--- src/rtl/seg_pkg.sv ---
// Shared definitions for the multiplexed 7-segment display driver.
// Holds the active-low segment patterns (bit 6 = segment a ... bit 0 = segment g),
// the converter state type, the nibble-to-segment decoder and a power-of-ten helper
// used to size the decimal overflow limit at elaboration time.
package seg_pkg;

   localparam logic [6:0] SEG_0     = 7'b0000001;
   localparam logic [6:0] SEG_1     = 7'b1001111;
   localparam logic [6:0] SEG_2     = 7'b0010010;
   localparam logic [6:0] SEG_3     = 7'b0000110;
   localparam logic [6:0] SEG_4     = 7'b1001100;
   localparam logic [6:0] SEG_5     = 7'b0100100;
   localparam logic [6:0] SEG_6     = 7'b0100000;
   localparam logic [6:0] SEG_7     = 7'b0001111;
   localparam logic [6:0] SEG_8     = 7'b0000000;
   localparam logic [6:0] SEG_9     = 7'b0000100;
   localparam logic [6:0] SEG_A     = 7'b0001000;
   localparam logic [6:0] SEG_B     = 7'b1100000;
   localparam logic [6:0] SEG_C     = 7'b0110001;
   localparam logic [6:0] SEG_D     = 7'b1000010;
   localparam logic [6:0] SEG_E     = 7'b0110000;
   localparam logic [6:0] SEG_F     = 7'b0111000;
   localparam logic [6:0] SEG_BLANK = 7'b1111111;
   localparam logic [6:0] SEG_DASH  = 7'b1111110;

   typedef enum logic {
      CONV_IDLE,
      CONV_RUN
   } conv_state_e;

   // Decode one hex nibble into its active-low segment pattern.
   function automatic logic [6:0] nibble_to_seg(input logic [3:0] nibble);
      logic [6:0] seg;
      case (nibble)
         4'h0: seg = SEG_0;
         4'h1: seg = SEG_1;
         4'h2: seg = SEG_2;
         4'h3: seg = SEG_3;
         4'h4: seg = SEG_4;
         4'h5: seg = SEG_5;
         4'h6: seg = SEG_6;
         4'h7: seg = SEG_7;
         4'h8: seg = SEG_8;
         4'h9: seg = SEG_9;
         4'hA: seg = SEG_A;
         4'hB: seg = SEG_B;
         4'hC: seg = SEG_C;
         4'hD: seg = SEG_D;
         4'hE: seg = SEG_E;
         default: seg = SEG_F;
      endcase
      return seg;
   endfunction

   // 10**n, evaluated at elaboration to form the smallest value that no longer fits.
   function automatic longint unsigned pow10(input int n);
      longint unsigned p;
      p = 1;
      for (int i = 0; i < n; i++) begin
         p = p * 10;
      end
      return p;
   endfunction

endpackage

--- src/rtl/bin2bcd_seq.sv ---
// Iterative double-dabble binary-to-BCD converter.
// One bit is shifted in per cycle, MSB first, after every BCD nibble >= 5 gets +3.
// Ports: clk, rst (async, active-high); start (accepted only when idle); bin (value,
// sampled on start); busy (high for exactly VALUE_W cycles); done (one-cycle strobe on
// the final iteration); bcd (final result, valid only while done is high).
// Digits above NUM_DIGITS simply fall off the top of the accumulator.
module bin2bcd_seq
   import seg_pkg::*;
#(
   parameter int VALUE_W    = 14,
   parameter int NUM_DIGITS = 4
) (
   input  logic                    clk,
   input  logic                    rst,
   input  logic                    start,
   input  logic [VALUE_W-1:0]      bin,
   output logic                    busy,
   output logic                    done,
   output logic [4*NUM_DIGITS-1:0] bcd
);

   localparam int BW = 4 * NUM_DIGITS;
   localparam int CW = $clog2(VALUE_W + 1);

   conv_state_e        state_q, state_d;
   logic [VALUE_W-1:0] shift_q, shift_d;
   logic [BW-1:0]      acc_q, acc_d;
   logic [CW-1:0]      cnt_q, cnt_d;
   logic [BW-1:0]      adjusted;
   logic [BW-1:0]      stepped;

   // State and datapath registers; reset abandons any conversion in flight.
   always_ff @(posedge clk or posedge rst) begin
      if (rst) begin
         state_q <= CONV_IDLE;
         shift_q <= '0;
         acc_q   <= '0;
         cnt_q   <= '0;
      end else begin
         state_q <= state_d;
         shift_q <= shift_d;
         acc_q   <= acc_d;
         cnt_q   <= cnt_d;
      end
   end

   // One double-dabble step per cycle. The stepped value is exposed on bcd so the
   // final iteration can be written straight into the display register, which keeps
   // the visible digits from ever showing a partial result.
   always_comb begin
      state_d  = state_q;
      shift_d  = shift_q;
      acc_d    = acc_q;
      cnt_d    = cnt_q;
      done     = 1'b0;
      adjusted = acc_q;
      for (int i = 0; i < NUM_DIGITS; i++) begin
         if (acc_q[4*i +: 4] >= 4'd5) begin
            adjusted[4*i +: 4] = acc_q[4*i +: 4] + 4'd3;
         end
      end
      stepped = {adjusted[BW-2:0], shift_q[VALUE_W-1]};
      bcd     = stepped;
      case (state_q)
         CONV_IDLE: begin
            if (start) begin
               state_d = CONV_RUN;
               shift_d = bin;
               acc_d   = '0;
               cnt_d   = '0;
            end
         end
         default: begin
            acc_d   = stepped;
            shift_d = shift_q << 1;
            cnt_d   = cnt_q + CW'(1);
            if (cnt_q == CW'(VALUE_W - 1)) begin
               done    = 1'b1;
               state_d = CONV_IDLE;
            end
         end
      endcase
   end

   assign busy = (state_q == CONV_RUN);

endmodule

--- src/rtl/seg_display_mux.sv ---
// Time-multiplexed multi-digit 7-segment driver.
// Ports: clk, rst (async, active-high); value/load/hex_mode/blank_lz (captured on a
// load while idle); dp_mask (live per-digit decimal points); busy (decimal conversion
// running); AN (active-low one-hot-low anodes); SEG (a..g on [6:0], active-low);
// DP (active-low decimal point). AN, SEG and DP are registered together so they
// always switch on the same edge.
module seg_display_mux
   import seg_pkg::*;
#(
   parameter int NUM_DIGITS  = 4,
   parameter int VALUE_W     = 14,
   parameter int REFRESH_DIV = 100000
) (
   input  logic                  clk,
   input  logic                  rst,
   input  logic [VALUE_W-1:0]    value,
   input  logic                  load,
   input  logic                  hex_mode,
   input  logic                  blank_lz,
   input  logic [NUM_DIGITS-1:0] dp_mask,
   output logic                  busy,
   output logic [NUM_DIGITS-1:0] AN,
   output logic [6:0]            SEG,
   output logic                  DP
);

   localparam int DW = 4 * NUM_DIGITS;
   localparam int PW = (REFRESH_DIV > 1) ? $clog2(REFRESH_DIV) : 1;
   localparam int IW = (NUM_DIGITS > 1) ? $clog2(NUM_DIGITS) : 1;
   localparam longint unsigned DEC_LIMIT = pow10(NUM_DIGITS);

   logic [PW-1:0]         presc_q, presc_d;
   logic [IW-1:0]         idx_q, idx_d;
   logic [DW-1:0]         digits_q, digits_d;
   logic                  overflow_q, overflow_d;
   logic                  blank_q, blank_d;
   logic                  ovfPend_q, ovfPend_d;
   logic                  blankPend_q, blankPend_d;
   logic [NUM_DIGITS-1:0] an_q, an_d;
   logic [6:0]            seg_q, seg_d;
   logic                  dp_q, dp_d;

   logic                  capture;
   logic                  startConv;
   logic                  convBusy;
   logic                  convDone;
   logic [DW-1:0]         convBcd;
   logic [VALUE_W+DW-1:0] valueExt;
   logic                  hexOvf;
   logic                  decOvf;
   logic [3:0]            curNib;
   logic                  curDp;
   logic                  curBlank;
   logic [NUM_DIGITS-1:0] zeroAbove;

   bin2bcd_seq #(
      .VALUE_W   (VALUE_W),
      .NUM_DIGITS(NUM_DIGITS)
   ) u_bin2bcd (
      .clk  (clk),
      .rst  (rst),
      .start(startConv),
      .bin  (value),
      .busy (convBusy),
      .done (convDone),
      .bcd  (convBcd)
   );

   assign busy = convBusy;

   // All state lives here. Outputs reset to dark so nothing lights until the
   // first edge after reset release.
   always_ff @(posedge clk or posedge rst) begin
      if (rst) begin
         presc_q     <= '0;
         idx_q       <= '0;
         digits_q    <= '0;
         overflow_q  <= 1'b0;
         blank_q     <= 1'b0;
         ovfPend_q   <= 1'b0;
         blankPend_q <= 1'b0;
         an_q        <= '1;
         seg_q       <= SEG_BLANK;
         dp_q        <= 1'b1;
      end else begin
         presc_q     <= presc_d;
         idx_q       <= idx_d;
         digits_q    <= digits_d;
         overflow_q  <= overflow_d;
         blank_q     <= blank_d;
         ovfPend_q   <= ovfPend_d;
         blankPend_q <= blankPend_d;
         an_q        <= an_d;
         seg_q       <= seg_d;
         dp_q        <= dp_d;
      end
   end

   // Refresh prescaler: the scan index only moves on the prescaler's terminal count.
   always_comb begin
      presc_d = presc_q + PW'(1);
      idx_d   = idx_q;
      if (presc_q == PW'(REFRESH_DIV - 1)) begin
         presc_d = '0;
         idx_d   = (idx_q == IW'(NUM_DIGITS - 1)) ? '0 : idx_q + IW'(1);
      end
   end

   // Capture and commit. Hex loads go straight into the display register; decimal
   // loads park their overflow/blanking flags until the converter finishes so the
   // flags and digits change on the same edge. Loads during a conversion are dropped.
   always_comb begin
      capture     = load && !convBusy;
      startConv   = capture && !hex_mode;
      valueExt    = {{DW{1'b0}}, value};
      hexOvf      = |(valueExt >> DW);
      decOvf      = (64'(value) >= DEC_LIMIT);
      digits_d    = digits_q;
      overflow_d  = overflow_q;
      blank_d     = blank_q;
      ovfPend_d   = ovfPend_q;
      blankPend_d = blankPend_q;
      if (capture && hex_mode) begin
         digits_d   = valueExt[DW-1:0];
         overflow_d = hexOvf;
         blank_d    = blank_lz;
      end else if (startConv) begin
         ovfPend_d   = decOvf;
         blankPend_d = blank_lz;
      end
      if (convDone) begin
         digits_d   = convBcd;
         overflow_d = ovfPend_q;
         blank_d    = blankPend_q;
      end
   end

   // Select the digit under the scan index and build the next output word.
   // zeroAbove[i] means digit i and every digit above it are zero; digit 0 is
   // never blanked so a zero value still shows a single "0".
   always_comb begin
      curNib    = '0;
      curDp     = 1'b1;
      curBlank  = 1'b0;
      an_d      = '1;
      zeroAbove = '0;
      zeroAbove[NUM_DIGITS-1] = (digits_q[DW-1 -: 4] == 4'd0);
      for (int i = NUM_DIGITS - 2; i >= 0; i--) begin
         zeroAbove[i] = (digits_q[4*i +: 4] == 4'd0) && zeroAbove[i+1];
      end
      for (int i = 0; i < NUM_DIGITS; i++) begin
         if (idx_q == IW'(i)) begin
            curNib   = digits_q[4*i +: 4];
            curDp    = ~dp_mask[i];
            curBlank = blank_q && (i != 0) && zeroAbove[i];
            an_d[i]  = 1'b0;
         end
      end
      if (overflow_q) begin
         seg_d = SEG_DASH;
      end else if (curBlank) begin
         seg_d = SEG_BLANK;
      end else begin
         seg_d = nibble_to_seg(curNib);
      end
      dp_d = curDp;
   end

   assign AN  = an_q;
   assign SEG = seg_q;
   assign DP  = dp_q;

endmodule
--- config.mk ---
export PLATFORM = sky130hd
export DESIGN_NAME = seg_display_mux
export DESIGN_NICKNAME = d
export VERILOG_FILES = /design/src/rtl/seg_pkg.sv /design/src/rtl/bin2bcd_seq.sv /design/src/rtl/seg_display_mux.sv
export SDC_FILE = /design/constraint.sdc
export NUM_CORES = 1
export LEC_CHECK = 0
export CAP_MARGIN = 10
export CORE_MARGIN = 2
export CORE_UTILIZATION = 52
export CTS_CLUSTER_DIAMETER = 40
export DETAILED_ROUTE_END_ITERATION = 8
export GPL_TIMING_DRIVEN = 1
export PLACE_DENSITY = 0.75
export SKIP_CTS_REPAIR_TIMING = 1
export SYNTH_ARGS = -nofsm -noshare
export SYNTH_HDL_FRONTEND = slang
export SYNTH_SLANG_ARGS = --single-unit
--- constraint.sdc ---
create_clock -name clk -period 2.9 [get_ports clk]
set_input_delay 0.58 -clock clk [delete_from_list [all_inputs] [get_ports clk]]
set_output_delay 0.58 -clock clk [all_outputs]
set_load 0.1 [all_outputs]
# Word level (Yosys, flattened, before mapping)
# Memories as Yosys holds them, arrays and structs flattened.
# Index checks and enable logic that the tools add are counted.
dict set report totals {
  reg_bits 86
  romBits 112
  inputBits 23
  output_inout_bits 13
  elab_cells 94
  n_memories 1
}
# name words width rd rd_clocked_by_memory_dff wr line_no
set memory_table {}
lappend memory_table {{(name not given)} 16 7 1 0 0 seg_pkg.sv:34} ;# case (nibble)
dict set report classes {
  n_addsub 7
  n_lt_le_gt_ge 5
  n_eq_ne 5
  mux 40
  bitwise_logic 5
  n_reduce_logical 17
}
# cell n
set op_table {}
lappend op_table {{$mux 16} 4}
lappend op_table {{$mux 4} 9}
lappend op_table {{$mux 14} 2}
lappend op_table {{$mux 1} 20}
lappend op_table {{$add 17x1->17 const B} 1}
lappend op_table {{$eq 17x17->1 const B} 1}
lappend op_table {{$mux 17} 1}
lappend op_table {{$ge 4x3->1 const B} 4}
lappend op_table {{$ge 14x14->1 const B} 1}
lappend op_table {{$mux 7} 2}
lappend op_table {{$add 4x2->4 const B} 3}
lappend op_table {{$logic_not 4->1} 3}
lappend op_table {{$logic_and 1x1->1} 8}
lappend op_table {{$not 1->1} 5}
lappend op_table {{$add 4x1->4 const B} 1}
lappend op_table {{$eq 2x2->1 const B} 2}
lappend op_table {{$eq 4x4->1 const B} 1}
lappend op_table {{$reduce_bool 2->1} 2}
lappend op_table {{$add 3x2->3 const B} 1}
lappend op_table {{$mux 3} 1}
lappend op_table {{$add 2x1->2 const B} 1}
lappend op_table {{$eq 2x1->1 const B} 1}
lappend op_table {{$logic_not 1->1} 2}
lappend op_table {{$logic_not 2->1} 1}
lappend op_table {{other kinds (2)} 2}

# Longest topological paths before layout
# Gate-level depths: netlist (run 1).
dict set report depth {
  depth_word 9
  mapped_depth 11
  ltp_nobuf 10
}

# Hierarchy
# Synthesis (run 1) repeated with hierarchy kept, for this count alone.
dict set report unflattened {
  cells_unflattened 486
  hier_area_um2 4792.1
}
# mod n_inst cells_per_inst area_each_um2
set by_module_without_submodules {}
lappend by_module_without_submodules {seg_display_mux 1 253 2661.3}
lappend by_module_without_submodules {bin2bcd_seq 1 233 2130.8}

# Worst setup path before layout (run 1)
# No wires, ideal clock.
dict set report synth_timing {
  path_kind {register to register}
  startpoint {register u_bin2bcd.state_q (netlist: u_bin2bcd.busy)}
  endpoint {register digits_q[2]}
  setup_time_ns 0.133
  t_arrival_ns 2.148
  slack_ns 0.619
  path_stages_with_launch 8
  period_less_slack_ns 2.281
  cell_sequence {dfrtp_1 > buf_2 > and4_1 > clkbuf_1 > nor2_1 > clkbuf_1 > a22oi_1 > o21ai_0}
}
dict set report synth_between {
  elab_chain_cells 4
}
# element line_no
set synth_rtl {}
lappend synth_rtl {{start, declared} bin2bcd_seq.sv:25} ;# conv_state_e state_q, state_d;
lappend synth_rtl {{start signal, assigned} bin2bcd_seq.sv:40} ;# state_q <= state_d;
lappend synth_rtl {{$logic_not 1->1} seg_display_mux.sv:113} ;# capture = load && !convBusy;
lappend synth_rtl {{$logic_and 1x1->1} seg_display_mux.sv:113}
lappend synth_rtl {{$logic_and 1x1->1} seg_display_mux.sv:123} ;# if (capture && hex_mode) begin
lappend synth_rtl {{$reduce_bool 2->1 (no line)} -}
lappend synth_rtl {{end signal, assigned} seg_display_mux.sv:88} ;# digits_q <= digits_d;
lappend synth_rtl {{end, declared} seg_display_mux.sv:34} ;# logic [DW-1:0] digits_q, digits_d;
# Several ways; a longest one is shown, not always the timed one.
# A chain may end at the register's enable or synchronous reset.

# Worst setup path after layout (run 1)
dict set report layout_timing {
  startpoint {register idx_q[0]}
  endpoint {register seg_q[3] (netlist: SEG[3])}
}
dict set report layout_between {
  elab_chain_cells 8
}
# element line_no
set layout_rtl {}
lappend layout_rtl {{start, declared} seg_display_mux.sv:33} ;# logic [IW-1:0] idx_q, idx_d;
lappend layout_rtl {{start signal, assigned} seg_display_mux.sv:87} ;# idx_q <= idx_d;
lappend layout_rtl {{$logic_not 2->1} seg_display_mux.sv:152} ;# if (idx_q == IW'(i)) begin
lappend layout_rtl {{$mux 4 (4 in series)} seg_display_mux.sv:152}
lappend layout_rtl {{$mem_v2 16x7} -}
lappend layout_rtl {{$mux 7 *} seg_display_mux.sv:161} ;# end else if (curBlank) begin
lappend layout_rtl {{$mux 7 *} seg_display_mux.sv:159} ;# if (overflow_q) begin
lappend layout_rtl {{named net seg_d[3]} seg_display_mux.sv:40} ;# logic [6:0] seg_q, seg_d;
lappend layout_rtl {{end signal, assigned} seg_display_mux.sv:94} ;# seg_q <= seg_d;
lappend layout_rtl {{end, declared} seg_display_mux.sv:40}
# Mark *: on every way through the listed nets, which the timed path passes. The rest lies on a longest branch.

==> impl_metrics.py, run 1 <==
metrics = {
    "synthesis": {
        "synthFlopType": "dfrtp_1",
        "synth_area_sq_um": 4370,
        "yosysWarnings": 0,
        "synth_edf_count": 0,
        "synth.ff_latch_count": 86,
        "yosys.area_share.xor_xnor": 0.0361,
        "synth_top_family_by_area": "simple AND/OR/NAND/NOR gates",
        "syn_nets": 487,
        "synth.distinct_cells": 51,
        "synthAdderAreaFrac": 0.0601,
        "ys_seq_area_frac": 0.496,
        "synthArstFlopShare": 1.00,
        "synth-simple-area-share": 0.191,
        "syn_inst": 443,
        "synth_compound_area_frac": 0.137,
        "synth_top_area_share": 0.423,
        "synthTopCellsByArea": "dfrtp_1 42%, nand2_1 7.4%, dfstp_2 7.2%, ha_1 6.0%, a22oi_1 3.8%",
        "yosysTopAreaCell": "dfrtp_1",
        "synth.avg_cell_area_sq_um": 9.87,
        "muxShareOfSynthArea": 0.0426,
    },
    "critical_path": {
        "setup.worst_path.end": "SEG[3]",
        "reg2reg_depth": 10,
        "cp_max_fo": 6,
        "crit_start": "idx_q[0]",
        "worstSetupPathType": "register to register",
        "cp-end-kind": "register",
        "crit_required_ps": 3160,
        "arrival_ps": 2780,
        "reg2reg_slack_ps": 380,
        "worstReg2RegStart": "idx_q[0]",
        "worstSetupStartpointType": "register",
        "r2r_end": "SEG[3]",
    },
    "timing": {
        "rsz0062_at_grt": "false",
        "fin_ws_ps": 379,
        "timing.hold.ws_ps": 483,
        "fin_crit_sh": 0.869,
        "worstMarginPinSlew_ps": 898,
        "setup-tns-final_ps": 0,
        "relSlewSlack": 0.399,
        "max_freq_mhz": 397,
        "setup_viol": 0,
        "finClkSkew_ps": 12.2,
        "finalHoldViolCount": 0,
        "maxSlewViolCount": 0,
        "fin_crit_ps": 2520,
    },
    "placed_design": {
        "dp_cells": 572,
        "place_congestion": 0.821,
        "io_buffer_count": 35,
        "place_ws_ps": 366,
        "dp_hpwl_um": 6770,
        "placed_area_sq_um": 4820,
    },
    "detailed_routing": {
        "vias": 3371,
        "routed_wirelength_um": 9350,
        "vias_per_cell": 5.73,
        "wire_per_inst_um": 15.9,
        "first_iter_violations": 199,
        "drtAntennaViolNets": 0,
        "first_pass_iters": 5,
        "drcViolationCount": 0,
    },
    "layout": {
        "design_area_sq_um": 5050,
        "fin_cells": 588,
        "post-route-util": 0.618,
        "seq_area_sq_um": 2170,
        "final_layout_size_suffix_gt1_frac": 0.130,
        "multi_input_area_sq_um": 2050,
        "final_nets": 522,
        "antennaDiodeCount": 0,
        "synthToLayoutAreaGrowth_pct": 15.5,
        "fillers": 665,
    },
    "pwr": {
        "power_mw": 5.10,
        "ir_drop_v": 0.000602,
        "p_leak_nw": 2.31,
        "power_density_nw_per_um2": 1010,
    },
    "grt": {
        "grt_pass1_wl_um": 15800,
        "grt_overflow": 0,
        "grt_pass1_vias": 3224,
        "antenna_found_initial": 0,
        "grt_use_total": 0.226,
        "grt_max_degree": 56,
    },
    "run_status": {
        "status": "complete, no violations",
    },
    "clocking": {
        "clock_latency_ps": 360,
        "cts_buffers": 9,
        "cts.htree.levels": 3,
        "cts.sinks": 86,
        "cts-root-buf": "clkbuf_8",
        "path_clk_slew_ps": 80,
        "cts_buffer_depth": 2,
        "cts_tree": "built",
    },
    "die": {
        "core_sq_um": 8180,
        "io_pins": 36,
        "die-width_um": 95.7,
        "die-area_sq_um": 9160,
        "start_util": 0.535,
        "fp.dieH_um": 95.7,
        "core.rowCount": 33,
    },
    "flow_run": {
        "maxCapViolations": 0,
    },
    "hold_path": {
        "worstHoldStart": "ovfPend_q",
        "hp-class": "register to register",
    },
}
-- worst min-delay path by stage --
| stage | end | slack [ps] | cells past startpoint |
|---|---|---|---|
| 2_1_floorplan | ovfPend_q | 440 | 2 |
| 3_3_place_gp | ovfPend_q | 460 | 2 |
| 3_5_place_dp | u_bin2bcd.shift_q[7] | 460 | 2 |
| 4_1_cts | presc_q[4] | 480 | 1 |
| 5_1_grt | u_bin2bcd.shift_q[6] | 510 | 2 |
| 6_report | ovfPend_q | 480 | 2 |
-- synthesized netlist by cell type (4+ instances only) --
library cell / instances
clkbuf_1: 9
nor3b_1: 9
o21ai_0: 20
nand2_1: 86
ha_1: 21
dfrtp_1: 74
xnor2_1: 12
o22ai_1: 7
nor2_1: 21
a21oi_1: 19
a22oi_1: 22
inv_1: 21
dfstp_2: 12
mux2_2: 5
nand3b_1: 6
nand3_1: 11
xor2_1: 6
nand2b_1: 8
mux2i_1: 13
o221ai_1: 4
nand4_1: 7
-- per-layer routing --
metal | track usage | routed length (um) | up-vias
li1 | - | - | 1626
met1 | 0.325 | 4470 | 1646
met2 | 0.346 | 4330 | 89
met3 | 0.0368 | 433 | 10
met4 | 0.0857 | 116 | 0
met5 | 0 | 0 | -
-- placed cells by master, fill, tap and decap left out, drive strengths merged, types with 7 or more instances in the layout --
cell type       n
o21ai          21
nor3b           9
clkbuf         10
dfstp          12
nand2          86
nand3          12
ha             21
buf            20
o22ai           7
a21oi          19
dfrtp          74
clkdlybuf4s50  22
inv            22
nand4           7
a22oi          22
nor2           21
xnor2          12
mux2i          13
nand2b          8
-- layout make-up --
class | instances | area share
Sequential cell | 86 | 0.429
Multi-Input combinational cell | 318 | 0.405
Timing Repair Buffer | 42 | 0.0783
Clock buffer | 10 | 0.0273
Tap cell | 105 | 0.0260
Clock inverter | 6 | 0.0183
Inverter | 21 | 0.0159
-- registers in the layout (all words and copies together) (netlist names), 2 cells and up --
signal,cells
SEG,7
u_bin2bcd.acc_q,16
digits_q,16
u_bin2bcd.cnt_q,4
AN,4
idx_q,2
presc_q,17
u_bin2bcd.shift_q,14
-- cells by family (layout without fill, tap and decap cells) --
logic type | count (synthesis) | count (layout)
buffers and inverters | 39 | 79
xor gates and xnor gates | 18 | 18
and+or+nand+nor | 171 | 171
muxes | 18 | 18
DFF | 86 | 86
adders and majority gates | 21 | 21
AOI/OAI and AO/OA | 90 | 90
-- critical path, cell delays in order, from the launching register on --
cell and delay (ps):
dfrtp_1 410, inv_1 160, ha_1 290, nor2b_1 200
a22oi_1 90, a21oi_1 430, inv_1 200, ha_1 330
a21oi_1 120, a32o_1 140, nand2_1 60
-- power by group --
part	total, mW	switching [mW]	internal (mW)	leakage, nW
logic	2.15	1.32	0.830	1.14
registers	1.98	0.351	1.63	1.06
clock network	0.967	0.452	0.515	0.110
Power figures use the tool's default switching activity.
==> run 2: changes to the inputs <==
- GPL_ROUTABILITY_DRIVEN: default -> 0
==> results of run 2 <==
Final layout, timing and power as in run 1 (identical DEF).
